$ cat config.mk
export PLATFORM = sky130hd
export DESIGN_NAME = fetch_pc_unit
export DESIGN_NICKNAME = d
export VERILOG_FILES = /design/src/rtl/fetch_pc_unit.sv
export SDC_FILE = /design/constraint.sdc
export NUM_CORES = 1
export LEC_CHECK = 0
export BUFFER_PORTS_ARGS = -buffer_cell sky130_fd_sc_hd__buf_2
export CAP_MARGIN = 10
export CORE_UTILIZATION = 39
export CTS_BUF_LIST = sky130_fd_sc_hd__clkbuf_4 sky130_fd_sc_hd__clkbuf_8
export DETAILED_ROUTE_END_ITERATION = 8
export PLACE_DENSITY = 0.67
export SYNTH_ARGS = -nofsm -noshare
export SYNTH_HDL_FRONTEND = slang
export SYNTH_SLANG_ARGS = --single-unit
$ cat constraint.sdc
create_clock -name clk -period 4.2 [get_ports clk]
set_input_delay 0.63 -clock clk [delete_from_list [all_inputs] [get_ports clk]]
set_output_delay 0.63 -clock clk [all_outputs]
set_load 0.02 [all_outputs]
$ cat src/rtl/fetch_pc_unit.sv
// Fetch PC and IF/ID register with single branch delay slot; redirects are resolved in ID.
// Optional per-branch statistics counters are enabled by defining BRANCH_STAT_EN.
module fetch_pc_unit #(
    parameter logic [31:0] RESET_PC = 32'h0000_3000,
    parameter int          ADDR_W   = 32
) (
    input  logic        clk,
    input  logic        reset,
    input  logic        stall,
    input  logic [31:0] F_instr,
    input  logic        equal,
    input  logic [2:0]  br_type,
    input  logic [15:0] imm16,
    input  logic [25:0] index26,
    input  logic [31:0] jr_target,
    output logic [31:0] F_pc,
    output logic [31:0] D_instr,
    output logic [31:0] D_pc,
    output logic [31:0] D_pc8,
`ifdef BRANCH_STAT_EN
    output logic [31:0] br_cnt,
    output logic [31:0] taken_cnt,
`endif
    output logic        br_taken
);

    localparam logic [2:0] BR_NONE = 3'd0;
    localparam logic [2:0] BR_BEQ  = 3'd1;
    localparam logic [2:0] BR_BNE  = 3'd2;
    localparam logic [2:0] BR_J    = 3'd3;
    localparam logic [2:0] BR_JR   = 3'd4;

    generate
        if (ADDR_W != 32) begin : g_bad_addr_w
            $error("fetch_pc_unit: ADDR_W must be 32");
        end
    endgenerate

    logic [31:0] f_pc_reg;
    logic [31:0] d_instr_reg;
    logic [31:0] d_pc_reg;
    logic [31:0] pc_next;
    logic [31:0] d_pc_plus4;
    logic [31:0] br_offset;
    logic        taken_raw;

    assign d_pc_plus4 = d_pc_reg + 32'd4;
    assign br_offset  = {{14{imm16[15]}}, imm16, 2'b00};

    always_comb begin
        taken_raw = 1'b0;
        case (br_type)
            BR_BEQ:  taken_raw = equal;
            BR_BNE:  taken_raw = !equal;
            BR_J:    taken_raw = 1'b1;
            BR_JR:   taken_raw = 1'b1;
            default: taken_raw = 1'b0;
        endcase
    end

    // A stalled branch must not redirect; it re-resolves once operands are fresh.
    assign br_taken = taken_raw && !stall;

    always_comb begin
        pc_next = f_pc_reg + 32'd4;
        if (taken_raw) begin
            case (br_type)
                BR_BEQ, BR_BNE: pc_next = d_pc_plus4 + br_offset;
                BR_J:           pc_next = {d_pc_plus4[31:28], index26, 2'b00};
                BR_JR:          pc_next = jr_target & 32'hFFFF_FFFC;
                default:        pc_next = f_pc_reg + 32'd4;
            endcase
        end
    end

    // No flush on redirect: the delay-slot instruction in IF always moves into ID.
    always_ff @(posedge clk or negedge reset) begin
        if (!reset) begin
            f_pc_reg    <= RESET_PC;
            d_instr_reg <= 32'd0;
            d_pc_reg    <= RESET_PC;
        end else if (!stall) begin
            f_pc_reg    <= pc_next;
            d_instr_reg <= F_instr;
            d_pc_reg    <= f_pc_reg;
        end
    end

    assign F_pc    = f_pc_reg;
    assign D_instr = d_instr_reg;
    assign D_pc    = d_pc_reg;
    assign D_pc8   = d_pc_reg + 32'd8;

`ifdef BRANCH_STAT_EN
    logic [1:0] cnt_inc;
    assign cnt_inc[0] = !stall && (br_type != BR_NONE) && (br_type <= BR_JR);
    assign cnt_inc[1] = br_taken;

    // Index 0 counts resolved branches, index 1 counts taken ones; both saturate.
    genvar gi;
    generate
        for (gi = 0; gi < 2; gi++) begin : g_cnt
            logic [31:0] cnt_reg;
            always_ff @(posedge clk or negedge reset) begin
                if (!reset) begin
                    cnt_reg <= 32'd0;
                end else if (cnt_inc[gi] && (cnt_reg != 32'hFFFF_FFFF)) begin
                    cnt_reg <= cnt_reg + 32'd1;
                end
            end
        end
    endgenerate

    assign br_cnt    = g_cnt[0].cnt_reg;
    assign taken_cnt = g_cnt[1].cnt_reg;
`endif

endmodule
==> reports/qor.yml, run 1 <==
floorplanning:
  fp-row-count: 50
  core_area_mm2: 0.0188
  die_x_um: 141
  die_area_mm2: 0.0199
  start_util_pct: 40.1
  design.portCount: 242
  die_h_um: 141
critical_path:
  cp-start-kind: "flip-flop"
  r2r_cells: 15
  crit_start: "D_pc[3]"
  reg2reg_from: "D_pc[3]"
  worstPathCellList: "ha_1 -> nand3_1 -> or3_1 -> nor2_1 -> nor4b_1 -> xor2_1 -> ha_1 -> a21o_1 -> a21o_1 -> a21oi_1 -> nand3_1 -> a211o_2 -> a41oi_1 -> mux2i_1 -> a21o_1"
  crit_type: "flip-flop to flip-flop"
  r2r_end: "F_pc[31]"
  crit_top_cell: "a21o_1"
  critical_path.max_fanout: 6
  crit_slowest_cell: "dfrtp_1"
  slowest_delay_ps: 500
  crit_required_ps: 4510
  crit_path_end_kind: "flip-flop"
  r2r_slack_ps: 200
  worst_ep_arrival_time_ps: 4320
route:
  first_pass_iters: 5
  drc_errors: 0
  wl_per_cell_um: 18.3
  met3_length_mm: 1.64
  vias: 7564
  top_layer: "met4"
  met2_length_mm: 11.5
  met1_length_mm: 11.3
  drt_iter0_drc: 729
  antenna_left: 0
  viasPerCell: 5.59
  routed_wirelength_mm: 24.8
logic_synthesis:
  yosys_register_bits: 96
  synth_edf_count: 0
  syn_inst: 857
  synth_top_area_share_pct: 30.5
  ys_types: 81
  yosys.area.top_type: "dfrtp_1"
  syn-num-nets: 1007
  async_reset_ff_share_pct: 100
  avgSynthCellArea_um2: 8.80
  synth_sequential_area_ratio_pct: 31.9
  syn_area_mm2: 0.00754
  yosysWarnings: 0
  synth_flop_cell: "dfrtp_1"
  netlist_top_cells_area: "dfrtp_1 (31%), mux2_2 (9.1%), ha_1 (6.0%), a21oi_1 (5.1%), xnor2_1 (5.0%)"
timing:
  slew-limit-headroom_pct: 32.6
  fin_skew_ps: 10.2
  maxSlewViolCount: 0
  fmax_mhz: 250
  period_share_pct: 95.3
  worstMarginPinSlew_ps: 1010
  fin_crit_ps: 4000
  finalHoldViolCount: 0
  final.setup.tns_ps: 0
  rsz0062_at_grt: "false"
  setup_viol: 0
global_route:
  gr-total-overflow: 0
  grt_pass1_vias: 7257
  grt_pass1_wl_mm: 39.0
  grt_max_degree: 79
  antenna_found_initial: 1
  grt.total_usage_pct: 24.9
clock_network:
  cts_tree: "built"
  cts-root-buf: "clkbuf_8"
  cts.clk_slew.worst_paths_ps: 100
  cts_buffer_depth: 2
  cts_hold_buffers: 0
  cts-resized-gates: 0
  cts_buffers: 9
  cts_sinks: 96
  clkLatencyLatePin_ps: 380
  postCtsSetupBuffers: 0
  cts_max_level: 3
final_layout:
  fin_nets: 1237
  final_core_util_pct: 49.3
  layout_commonest_cell: "buf_2"
  drive_above_1_share_pct: 34.5
  synthToLayoutAreaGrowth_pct: 23.2
  layout_common_cells: "buf_2 (237), dfrtp_1 (92), a21oi_1 (77), nand2_1 (75), mux2_2 (61)"
  design_area_mm2: 0.00929
min_path:
  hp-class: "primary input to async pin"
run:
  cap_violations: 0
placed_design:
  dpl_cell_area_mm2: 0.00908
  port_buffers: 239
  dp_hpwl_mm: 19.3
  place.gp.congestion: 0.921
power:
  p_total_uw: 4830
  vdd_ir_drop_max_mv: 0.200
  power_density_mw_per_mm2: 519
  p_leak_uw: 0.00422
status:
  outcome: "complete, no violations"
[per-stage QoR]
stage | setup WS, ps | hold WS (ps) | instances
6_report | 197 | 400 | 1353
5_1_grt | 25.6 | 462 | 1353
4_1_cts | 208 | 444 | 1352
3_5_place_dp | 251 | 488 | 1336
3_3_place_gp | 312 | 483 | 1336
2_1_floorplan | 468 | 334 | 857
[critical path: cells and delay by family, from the launching register on]
family                   cells  cell delay [ps]
multiplexers                 1              220
flip-flops                   1              500
AND/OR/NAND/NOR              5             1310
adder cells (fa/ha/maj)      2              490
AO/OA/AOI/OAI                6             1230
XOR/XNOR                     1              190
[report_power, final]
group | leakage, µW | total (µW) | internal (µW) | switching (µW)
clock | 0.0000989 | 635 | 294 | 342
combinational | 0.00298 | 2670 | 1080 | 1590
sequential | 0.00114 | 1520 | 1140 | 381
total | 0.00422 | 4830 | 2510 | 2320
[Yosys cell counts (all sizes together), types with 5 or more instances]
cell and n:
a211oi 7, a21o 18, a21oi 77, a221o 5, a221oi 16, a31oi 10
and3 13, and4 6, buf 13, clkbuf 41, dfrtp 92, ha 36
inv 20, mux2 61, nand2 75, nand3 36, nand4 28, nor2 60
nor2b 5, nor3 13, nor4 5, o211ai 6, o21a 7, o21ai 50
o22ai 6, o31ai 6, or3 6, xnor2 43, xor2 31
[flip-flops by register name, indices dropped and copies added (netlist names)]
register and cells:
D_pc 32, D_instr 32, F_pc 32
[layer usage]
| metal | track usage (%) | up-vias |
|---|---|---|
| met1 | 34.2 | 3625 |
| met5 | 0 | - |
| met3 | 4.55 | 26 |
| met2 | 40.1 | 275 |
| li1 | - | 3638 |
| met4 | 6.52 | 0 |
[final cells by class]
| class | count | area, µm² |
|---|---|---|
| Antenna cell | 1 | 2.50 |
| Multi-Input combinational cell | 686 | 4820 |
| Tap cell | 260 | 325 |
| Fill cell | 1863 | 9540 |
| Inverter | 21 | 78.8 |
| Clock buffer | 10 | 138 |
| Clock inverter | 6 | 67.6 |
| Sequential cell | 96 | 2410 |
| Timing Repair Buffer | 273 | 1460 |
[logic make-up after synthesis]
group / synth area share (%)
simple gates: 18.0
flops: 31.9
mux: 9.51
compound gates: 21.5
fa+ha+maj: 6.24
xor+xnor: 8.59
buf+inv: 4.28
[worst max path at each step]
stage | to | slack (ps) | depth (start not counted)
floorplan | F_pc[31] | 470 | 15
global placement | F_pc[31] | 310 | 15
detailed placement | F_pc[31] | 250 | 15
CTS | F_pc[31] | 210 | 15
global route | F_pc[31] | 30 | 15
finish | F_pc[31] | 200 | 15
Note: power is estimated with default switching activity, not from simulation.
==> inputs of run 2 (changes only) <==
--- a/config.mk
+++ b/config.mk
@@ -7,9 +7,12 @@
 export LEC_CHECK = 0
 export BUFFER_PORTS_ARGS = -buffer_cell sky130_fd_sc_hd__buf_2
 export CAP_MARGIN = 10
+export CORE_ASPECT_RATIO = 0.8
 export CORE_UTILIZATION = 39
 export CTS_BUF_LIST = sky130_fd_sc_hd__clkbuf_4 sky130_fd_sc_hd__clkbuf_8
+export CTS_CLUSTER_SIZE = 10
 export DETAILED_ROUTE_END_ITERATION = 8
+export GPL_TIMING_DRIVEN = 0
 export PLACE_DENSITY = 0.67
 export SYNTH_ARGS = -nofsm -noshare
 export SYNTH_HDL_FRONTEND = slang
==> run 2 against run 1 <==
Net effect: largest cell class unchanged; clock power is 28% higher; die area about the same; design area rose by 1.2%; worst hold slack got worse by 170 ps; largest power group unchanged; via count increased by 3.1%; highest routed layer unchanged; core utilization increased by 0.23 points; count of clock-buffer cells in the layout decreased by 1; flip-flop and latch count is the same; first-iteration DRC count increased by 12%; critical endpoint is now F_pc[28]; combinational power barely moved; power rose by 3.9%.
==> reports/qor.yml, run 2 (synthesis gave the netlist of run 1 again) <==
critical_path:
  crit_family: "simple AND/OR/NAND/NOR gates"  # unchanged
  worstPathCellList: "ha_1 -> nand3_2 -> or3_4 -> nor2_1 -> xor2_1 -> ha_2 -> and3_1 -> nand2_1 -> or3_1 -> o21a_1 -> o311ai_2 -> a221oi_2 -> xor2_1 -> o221ai_1"  # was ha_1 -> nand3_1 -> or3_1 -> nor2_1 -> nor4b_1 -> xor2_1 -> ha_1 -> a21o_1 -> a21o_1 -> a21oi_1 -> nand3_1 -> a211o_2 -> a41oi_1 -> mux2i_1 -> a21o_1
  cp_num_buf_inv: 0  # unchanged
  cp-start-kind: "flip-flop"  # unchanged
  critical_path.max_fanout: 7  # was 6
  crit_start: "D_pc[3]"  # unchanged
  crit_top_cell: "xor2_1"  # was a21o_1
  slowest_delay_ps: 470  # was 500 ps
  worst_ep_arrival_time_ps: 4150  # was 4320 ps
  crit_slowest_cell: "dfrtp_2"  # was dfrtp_1
  reg2reg_from: "D_pc[3]"  # unchanged
  crit_path_end_kind: "flip-flop"  # unchanged
  crit_required_ps: 4440  # was 4510 ps
  crit_type: "flip-flop to flip-flop"  # unchanged
clock_network:
  cts_sinks: 96  # unchanged
  clkLatencyLatePin_ps: 380  # about the same
  cts_max_level: 3  # unchanged
  cts_tree: "built"  # unchanged
  cts_buffer_depth: 2  # unchanged
  cts-root-buf: "clkbuf_8"  # unchanged
  cts.clk_slew.worst_paths_ps: 100  # about the same
  cts_buffers: 9  # unchanged
global_route:
  antenna_found_initial: 0  # was 1
  grt_pass1_wl_mm: 41.2  # was 39.0 mm
  gr-total-overflow: 0  # unchanged
  grt_pass1_vias: 7401  # was 7257
  grt.total_usage_pct: 27.1  # was 24.9%
  grt_max_degree: 56  # was 79
timing:
  finalHoldViolCount: 0  # unchanged
  worstMarginPinSlew_ps: 801  # was 1010 ps
  setup_viol: 0  # unchanged
  fin_crit_ps: 3910  # was 4000 ps
  period_share_pct: 93.1  # was 95.3%
  rsz0062_at_grt: "false"  # unchanged
  fin_skew_ps: 11.3  # was 10.2 ps
  maxSlewViolCount: 0  # unchanged
  slew-limit-headroom_pct: 46.6  # was 32.6%
  fmax_mhz: 256  # was 250 MHz
route:
  top_layer: "met4"  # unchanged
  met2_length_mm: 12.1  # was 11.5 mm
  met1_length_mm: 12.0  # was 11.3 mm
  drc_errors: 0  # unchanged
  drt_iter0_drc: 814  # was 729
  antenna_left: 0  # unchanged
  met3_length_mm: 2.35  # was 1.64 mm
  vias: 7802  # was 7564
  wl_per_cell_um: 19.8  # was 18.3 µm
  routed_wirelength_mm: 27.0  # was 24.8 mm
  viasPerCell: 5.71  # was 5.59
  first_pass_iters: 6  # was 5
final_layout:
  fin_nets: 1255  # was 1237
  layout_common_cells: "buf_2 (243), dfrtp_1 (89), a21oi_1 (77), nand2_1 (75), mux2_2 (61)"  # was buf_2 (237), dfrtp_1 (92), a21oi_1 (77), nand2_1 (75), mux2_2 (61)
  fillers: 1915  # was 1863
  synthToLayoutAreaGrowth_pct: 24.7  # was 23.2%
  drive_above_1_share_pct: 33.3  # was 34.5%
  design_area_mm2: 0.00941  # was 0.00929 mm²
  antenna_cells: 0  # was 1
  layout_commonest_cell: "buf_2"  # unchanged
power:
  power_density_mw_per_mm2: 533  # was 519 mW/mm²
  p_leak_uw: 0.00423  # was 0.00422 µW
  vdd_ir_drop_max_mv: 0.183  # was 0.200 mV
  p_total_uw: 5020  # was 4830 µW
status:
  outcome: "complete, no violations"  # unchanged
run:
  cap_violations: 0  # unchanged
floorplanning:
  die_h_um: 126  # was 141 µm
  design.portCount: 242  # unchanged
  die_area_mm2: 0.0199  # about the same
  start_util_pct: 39.7  # was 40.1%
  core_area_mm2: 0.0190  # was 0.0188 mm²
  die_x_um: 157  # was 141 µm
  fp-row-count: 45  # was 50
placed_design:
  port_buffers: 239  # unchanged
  dp_hpwl_mm: 21.3  # was 19.3 mm
  place.gp.congestion: 0.909  # was 0.921
  dpl_cell_area_mm2: 0.00909  # was 0.00908 mm²
min_path:
  hp-class: "primary input to async pin"  # unchanged
run 2: repair_timing:
item | CTS | global route
hold buffers | 0 | 0
pin swaps | 2 | 1
resized for setup | 4 | 12
endpoints found under the setup margin | 7 | 10
endpoints found under the hold margin | 0 | 0
buffers inserted | 2 | 1
run 2: through the flow:
stage | hold slack (ps) | setup TNS (ps) | worst slack (ps) | cells | utilization [%]
floorplan | 334 | 0 | 468 | 857 | -
CTS | 252 | 0 | 23.3 | 1370 | 49.4
detailed placement | 488 | -1010 | -219 | 1355 | 47.9
global placement | 483 | -1110 | -249 | 1354 | 47.8
global route | 279 | 0 | 6.28 | 1367 | 49.6
finish | 229 | 0 | 290 | 1367 | 49.6
run 2: power by group:
| group | internal, µW | switching [µW] | leakage [µW] |
|---|---|---|---|
| clock | 457 | 357 | 0.000130 |
| combinational | 1040 | 1650 | 0.00296 |
| sequential | 1140 | 374 | 0.00114 |
| total | 2640 | 2380 | 0.00423 |
run 2: final cells by class:
type | instances | area [µm²] | area share [%]
Buffer | 48 | 223 | 2.37
Clock buffer | 9 | 124 | 1.32
Clock inverter | 6 | 138 | 1.46
Inverter | 21 | 78.8 | 0.838
Multi-Input combinational cell | 686 | 4860 | 51.7
Sequential cell | 96 | 2410 | 25.6
Tap cell | 258 | 323 | 3.43
Timing Repair Buffer | 243 | 1250 | 13.3
run 2: routing by layer:
layer	up-vias	track usage, %
li1	3674	-
met4	0	7.48
met2	364	42.6
met3	35	5.84
met1	3729	37.5
met5	-	0
run 2: final timing paths:
check / end / slack [ps] / depth (start not counted)
max: F_pc[28] / 290 / 14
min: D_pc[21] / 230 / 1
max reg2reg: F_pc[28] / 290 / 14
min reg2reg: D_instr[24] / 510 / 1
max in group asynchronous: F_pc[12] / 3220 / 2
min in group clk: D_instr[16] / 470 / 2
run 2: worst register-to-register path: cells and delay by family (launching register included):
kind / cells / cell delay, ps
AOI/OAI and AO/OA: 4 / 790
xor gates and xnor gates: 2 / 370
adders and majority gates: 2 / 660
DFF: 1 / 470
and+or+nand+nor: 6 / 1460
